## src/rtl/reg_file_sb.sv

```systemverilog
// reg_file_sb: parametrised 1W/2R register file with hardwired zero, write bypass
// and a per-register busy scoreboard that produces the decode issue stall.
module reg_file_sb #(
   parameter int XLEN = 32,
   parameter int NREGS = 32,
   parameter bit ZERO_REG = 1'b1,
   parameter bit BYPASS = 1'b1,
   localparam int AW = $clog2(NREGS)
) (
   input  logic            clk,
   input  logic            rst,
   input  logic            wren,
   input  logic [AW-1:0]   rd_addr,
   input  logic [XLEN-1:0] wr_data,
   input  logic [AW-1:0]   rs_addr1,
   input  logic [AW-1:0]   rs_addr2,
   output logic [XLEN-1:0] rs_data1,
   output logic [XLEN-1:0] rs_data2,
   input  logic            issue_valid,
   input  logic [AW-1:0]   issue_rd,
   input  logic            issue_we,
   output logic            stall,
   output logic [AW:0]     busy_cnt
);
   logic [XLEN-1:0] r_rf [NREGS];
   logic [NREGS-1:0] r_busy;
   logic [NREGS-1:0] w_eff_busy;
   logic [AW:0] r_busy_cnt;
   logic w_wr_ok, w_accept, w_set, w_inc, w_dec;
   assign w_wr_ok = wren && !(ZERO_REG && rd_addr == '0);
   always_ff @(posedge clk or negedge rst)
      if (!rst)
         for (int i = 0; i < NREGS; i++) r_rf[i] <= '0;
      else if (w_wr_ok)
         r_rf[rd_addr] <= wr_data;
   assign rs_data1 = (!rst || (ZERO_REG && rs_addr1 == '0)) ? '0 :
                     (BYPASS && wren && rd_addr == rs_addr1) ? wr_data : r_rf[rs_addr1];
   assign rs_data2 = (!rst || (ZERO_REG && rs_addr2 == '0)) ? '0 :
                     (BYPASS && wren && rd_addr == rs_addr2) ? wr_data : r_rf[rs_addr2];
   // A writeback in this cycle already satisfies the hazard only when it is forwarded.
   for (genvar g = 0; g < NREGS; g++) begin : g_eff
      assign w_eff_busy[g] = (ZERO_REG && g == 0) ? 1'b0 :
                             r_busy[g] & ~(BYPASS & wren & (rd_addr == AW'(g)));
   end
   assign stall = rst & issue_valid &
                  (w_eff_busy[rs_addr1] | w_eff_busy[rs_addr2] | (issue_we & w_eff_busy[issue_rd]));
   assign w_accept = issue_valid & ~stall;
   assign w_set = w_accept & issue_we & ~(ZERO_REG && issue_rd == '0);
   assign w_inc = w_set & ~r_busy[issue_rd];
   assign w_dec = wren & r_busy[rd_addr] & ~(w_set & (issue_rd == rd_addr));
   // The issue set is written last so a same-register writeback cannot erase the new producer.
   always_ff @(posedge clk or negedge rst)
      if (!rst) begin
         r_busy <= '0;
         r_busy_cnt <= '0;
      end else begin
         if (wren) r_busy[rd_addr] <= 1'b0;
         if (w_set) r_busy[issue_rd] <= 1'b1;
         r_busy_cnt <= r_busy_cnt + (AW+1)'(w_inc) - (AW+1)'(w_dec);
      end
   assign busy_cnt = r_busy_cnt;
   a_cnt_matches: assert property (@(posedge clk) disable iff (!rst)
      int'(r_busy_cnt) == $countones(r_busy));
   a_zero_idle: assert property (@(posedge clk) disable iff (!rst)
      !(ZERO_REG && r_busy[0]));
endmodule

```

## config.mk

```make
export PLATFORM = sky130hd
export DESIGN_NAME = reg_file_sb
export DESIGN_NICKNAME = d
export VERILOG_FILES = /design/src/rtl/reg_file_sb.sv
export SDC_FILE = /design/constraint.sdc
export NUM_CORES = 2
export LEC_CHECK = 0
export CAP_MARGIN = 20
export CORE_ASPECT_RATIO = 0.5
export CORE_UTILIZATION = 37
export DETAILED_ROUTE_END_ITERATION = 10
export GPL_TIMING_DRIVEN = 0
export PLACE_DENSITY = 0.51
export SETUP_SLACK_MARGIN = 0.2
export SLEW_MARGIN = 20
export SYNTH_ARGS = -nofsm -noshare
export SYNTH_HDL_FRONTEND = slang
export SYNTH_SLANG_ARGS = --single-unit
```

## constraint.sdc

```tcl
create_clock -name clk -period 6.9 [get_ports clk]
set_input_delay 2.07 -clock clk [delete_from_list [all_inputs] [get_ports clk]]
set_output_delay 2.07 -clock clk [all_outputs]
set_load 0.02 [all_outputs]
```

==> results.txt <==
The flow ran to the end, and the final reports show no timing, DRC or antenna violations. The global placer's final weighted congestion was 0.888; the clock slew at the register clock pins of the worst setup and hold paths was 0.06 ns. The logic depth of the worst setup path including buffers is 9. The count of cells along the worst hold path was 1; the remaining number of nets flagged by the antenna check after routing was 0. The run gives 0 as the count of unresolved DRC violations after routing.

TritonCTS built the clock tree. The share of the synthesized area in the top cell type was 0.458. Timing analysis after detailed placement gives a worst setup slack of -3.21 ns. The tools report the area of the multi-input gates as 30500 um2. The power per unit of standard cell area was 278 nW/um2; the post-synthesis to final-layout area growth was 20.1%.

Clock skew: 0.0103 ns. In this run, CTS created clock tree buffers numbering 106. The post-layout utilization of the core is 0.449, and the worst slew slack as a fraction of its limit is 0.156. The compound-gate portion of the synthesized area is 0.0222, and the total track usage is 0.299.

The path type of the worst setup path was input pin to output port. The XOR/XNOR share of the synthesized area is 0.00302, and the number of global-route vias before repair is 40.9k. The cell family contributing the most delay on the critical path is multiplexers.

The biggest area contributor in the post-synthesis netlist is dfrtp_1. The number of endpoints failing setup at the final stage is 0. Overall power consumption after layout is estimated at 0.0193 W. The data required time of the worst path is 4.83 ns, and the number of top-level pins is 128. Once routing completed, OpenROAD measured the worst setup slack at 0.163 ns. The first global-routing pass estimated 328000 um of wire. The longest clock path from root to sink contains 3 buffers. The depth of the most critical reg-to-reg path was 30. Most used flip-flop cell after synthesis: dfrtp_1. The chip height is 282 um, and the mean instance size in the synthesized netlist is 14.9 um2.

The tools report the end of the critical path as rs_data1[2]. The cell area after synthesis was 58000 um2. For the deepest level of the CTS H-tree, the log shows 3. Together, buffers and inverters on the worst path number 5. The die covers 158000 um2. The count of filler cells inserted in the layout is 13.8k, and the simple-gate portion of the synthesized area is 0.0400. Entering global routing, the biggest net connects 145 pins.

Across the run, the number of max-cap violations was 0. For this design, the slowest cell found on the critical path is mux4_2. The first routing iteration left 4727 violations.

The proportion of synthesized flip-flops having asynchronous set or reset is 1.00. For the worst slack on hold paths, the log shows 0.477 ns. The critical path goes through buf_4, buf_12, clkbuf_16, buf_16, mux4_2, mux4_2, mux2i_2, a211oi_4, clkdlybuf4s15_2. The tools report the worst vdd rail ir drop as 196 uV.

Initial core utilization: 0.374. Setup repair after global routing could not meet its margin everywhere. The post-layout minimum cycle time was 6.74 ns. After synthesis, the largest family of logic cells by area is multiplexers.

In this run the core area contains 102 standard-cell rows. The buffer cell driving the clock tree root is clkbuf_16. For this block, the routed nets add up to 236000 um of wire. The run gives 1 as the initial antenna violation count. Along the worst path, the maximum fanout reaches 10.

The tightest min-delay check is of the register to register type. The logs give 0 for the number of endpoints with negative hold slack in the final report and 0.73 ns for the insertion delay to the later sink of the worst-skew pair. The worst setup path startpoint was rs_addr1[0]. For the number of clock sinks, the log shows 1062.

The share of final-layout standard cells stronger than drive strength 1 is 0.521, and the warning count from the yosys run is 0. The maximum single-stage delay on the critical path came out at 0.54 ns. The routed wire length per instance was 36.8 um. Cell type with the highest occurrence count on the critical path: mux4_2. The launch instance of the worst register-to-register path was r_busy[19]$_DFF_PN0_. Synthesis produced a netlist whose cell count is 3902.

Register area share after synthesis: 0.458. The count of unique library cells instantiated by Yosys is 66, and the horizontal die dimension is 562 um. The number of buffers inserted by port buffering came out at 116. For this design the static power due to leakage is 29.5 nW. The number of max-slew violations in the final report is 0, and the final layout net count is 4305. Kind of start point of the critical path: an input pin.

By area the synthesized netlist is led by dfrtp_1 (46%), mux4_2 (26%), mux2_2 (18%). The highest achievable clock rate came out at 0.148 GHz. Dividing the detail-routed via count by the number of cells gives 6.31. The share of synthesized area spent on multiplexers was 0.443; the number of synthesized register bits was 1062. The element type at the critical path end was an output port. The transition time of the tightest slew-check pin is 1.27 ns. The tools report the overall via count from detail_route as 40.5k. The adder-cell share of the synthesized area was 0.00164. The first detailed-routing pass took 6 iterations. The setup check on the worst reg-to-reg path leaves a slack of 1.97 ns.

The run gives 155000 um2 as the core area. The number of enable flip-flop cells after synthesis is 0. Registers take 26600 um2. The part of the cycle the worst path needs was 0.976; the half-perimeter wire length of the detailed placement result was 159000 um. For the worst setup path, the data arrival time is 4.67 ns. The number of antenna diodes in the final layout is 0. The endpoint identified for the worst register-to-register timing path is r_busy[29]$_DFF_PN0_.

The total global routing overflow was 0; the post-synth net total was 3966. The tools report the summed negative setup slack over all endpoints as 0 ns.
-- cell usage after synthesis, drive strengths merged, types with 2 or more instances --
cell     instances
a211oi          67
a21oi           14
a22oi            2
a311oi           6
a31oi            5
a32oi            2
a41oi            3
and2             2
and3             3
and4b            2
buf            113
clkbuf         325
dfrtp         1062
ha               6
inv             16
mux2           902
mux2i           71
mux4           659
nand2          341
nand2b           6
nand3           43
nand4            5
nand4b           4
nand4bb          3
nor2           102
nor2b            7
nor3             7
nor4             5
nor4bb           2
o2111a           2
o2111ai          6
o211a            2
o211ai           5
o21ai           57
o22ai            3
o311ai           3
o31ai            2
o41ai            3
xnor2            6
xor2            14
-- worst min path at each step --
stage                                 from                endpoint  slack, ns
floorplan           r_rf[1000]$_DFFE_PN0P_  r_rf[1000]$_DFFE_PN0P_       0.44
global placement    r_rf[1016]$_DFFE_PN0P_  r_rf[1016]$_DFFE_PN0P_       0.45
detailed placement  r_rf[1009]$_DFFE_PN0P_  r_rf[1009]$_DFFE_PN0P_       0.47
CTS                 r_rf[1009]$_DFFE_PN0P_  r_rf[1009]$_DFFE_PN0P_       0.48
global route        r_rf[1017]$_DFFE_PN0P_  r_rf[1017]$_DFFE_PN0P_       0.50
finish              r_rf[1017]$_DFFE_PN0P_  r_rf[1017]$_DFFE_PN0P_       0.48
-- cell usage in the layout, fill, tap and decap left out, types with 54 or more instances in the layout --
cell type	netlist	routed
a211oi_1	67	54
buf_4	4	85
clkbuf_1	325	205
clkbuf_16	0	127
clkbuf_2	0	73
clkbuf_8	0	76
dfrtp_1	1062	1062
mux2_2	901	901
mux4_2	659	659
nand2_1	339	320
nor2_1	102	99
-- sequential cells by signal, summed over array words and instances, names as in the netlist --
register and flops:
busy_cnt 6, r_rf 1024, r_busy 32
-- through the flow --
stage	cell area, um2	std cells
2_1_floorplan	58000	3902
3_3_place_gp	61700	6098
3_5_place_dp	62400	6120
4_1_cts	69300	6389
5_1_grt	69600	6410
6_report	69600	6410
-- timing repair --
item,CTS,global route
resized for setup,834,123
gates cloned,10,4
hold buffers,0,0
pin swaps,17,8
setup buffers,62,16
endpoints found under the setup margin,65,83
-- routing by layer --
layer  wire length (um)  vias to the layer above  part of all wire  GRT usage
met5                123                        -           0.00052    0.00476
met2             101000                     2089              0.43      0.431
met4               8830                        4             0.037      0.101
met1             103000                    22300              0.44      0.432
met3              23100                      384             0.098     0.0827
li1                   -                    15700                 -          -
-- cell families (layout without fill, tap and decap cells) --
| kind of cell | Yosys count | after routing |
|---|---|---|
| fa+ha+maj | 7 | 7 |
| buf+inv | 454 | 882 |
| mux | 1632 | 1632 |
| compound gates | 189 | 189 |
| xor+xnor | 20 | 20 |
| simple gates | 538 | 538 |
| flops | 1062 | 1062 |
-- final cells by class --
class / count / share of cell area
plain buffers: 438 / 0.0531
clock buffers: 157 / 0.0458
inverters: 16 / 0.000935
flip-flops and latches: 1062 / 0.382
multi-input cells: 2386 / 0.438
well taps: 2080 / 0.0374
repair buffers: 231 / 0.0367
clock inverters: 40 / 0.00649
-- worst reg2reg max path: cells and delay by family, from the launching register on --
family | cells | cell delay, ns
AND/OR/NAND/NOR | 2 | 0.28
buffers and inverters | 24 | 3.03
multiplexers | 1 | 0.54
AO/OA/AOI/OAI | 3 | 0.51
flip-flops | 1 | 0.41
-- where the power goes --
group / internal (W) / switching [W]
registers: 0.00742 / 0.000880
logic: 0.00273 / 0.00208
clock network: 0.00350 / 0.00272
(Power assumes the default switching activity.)
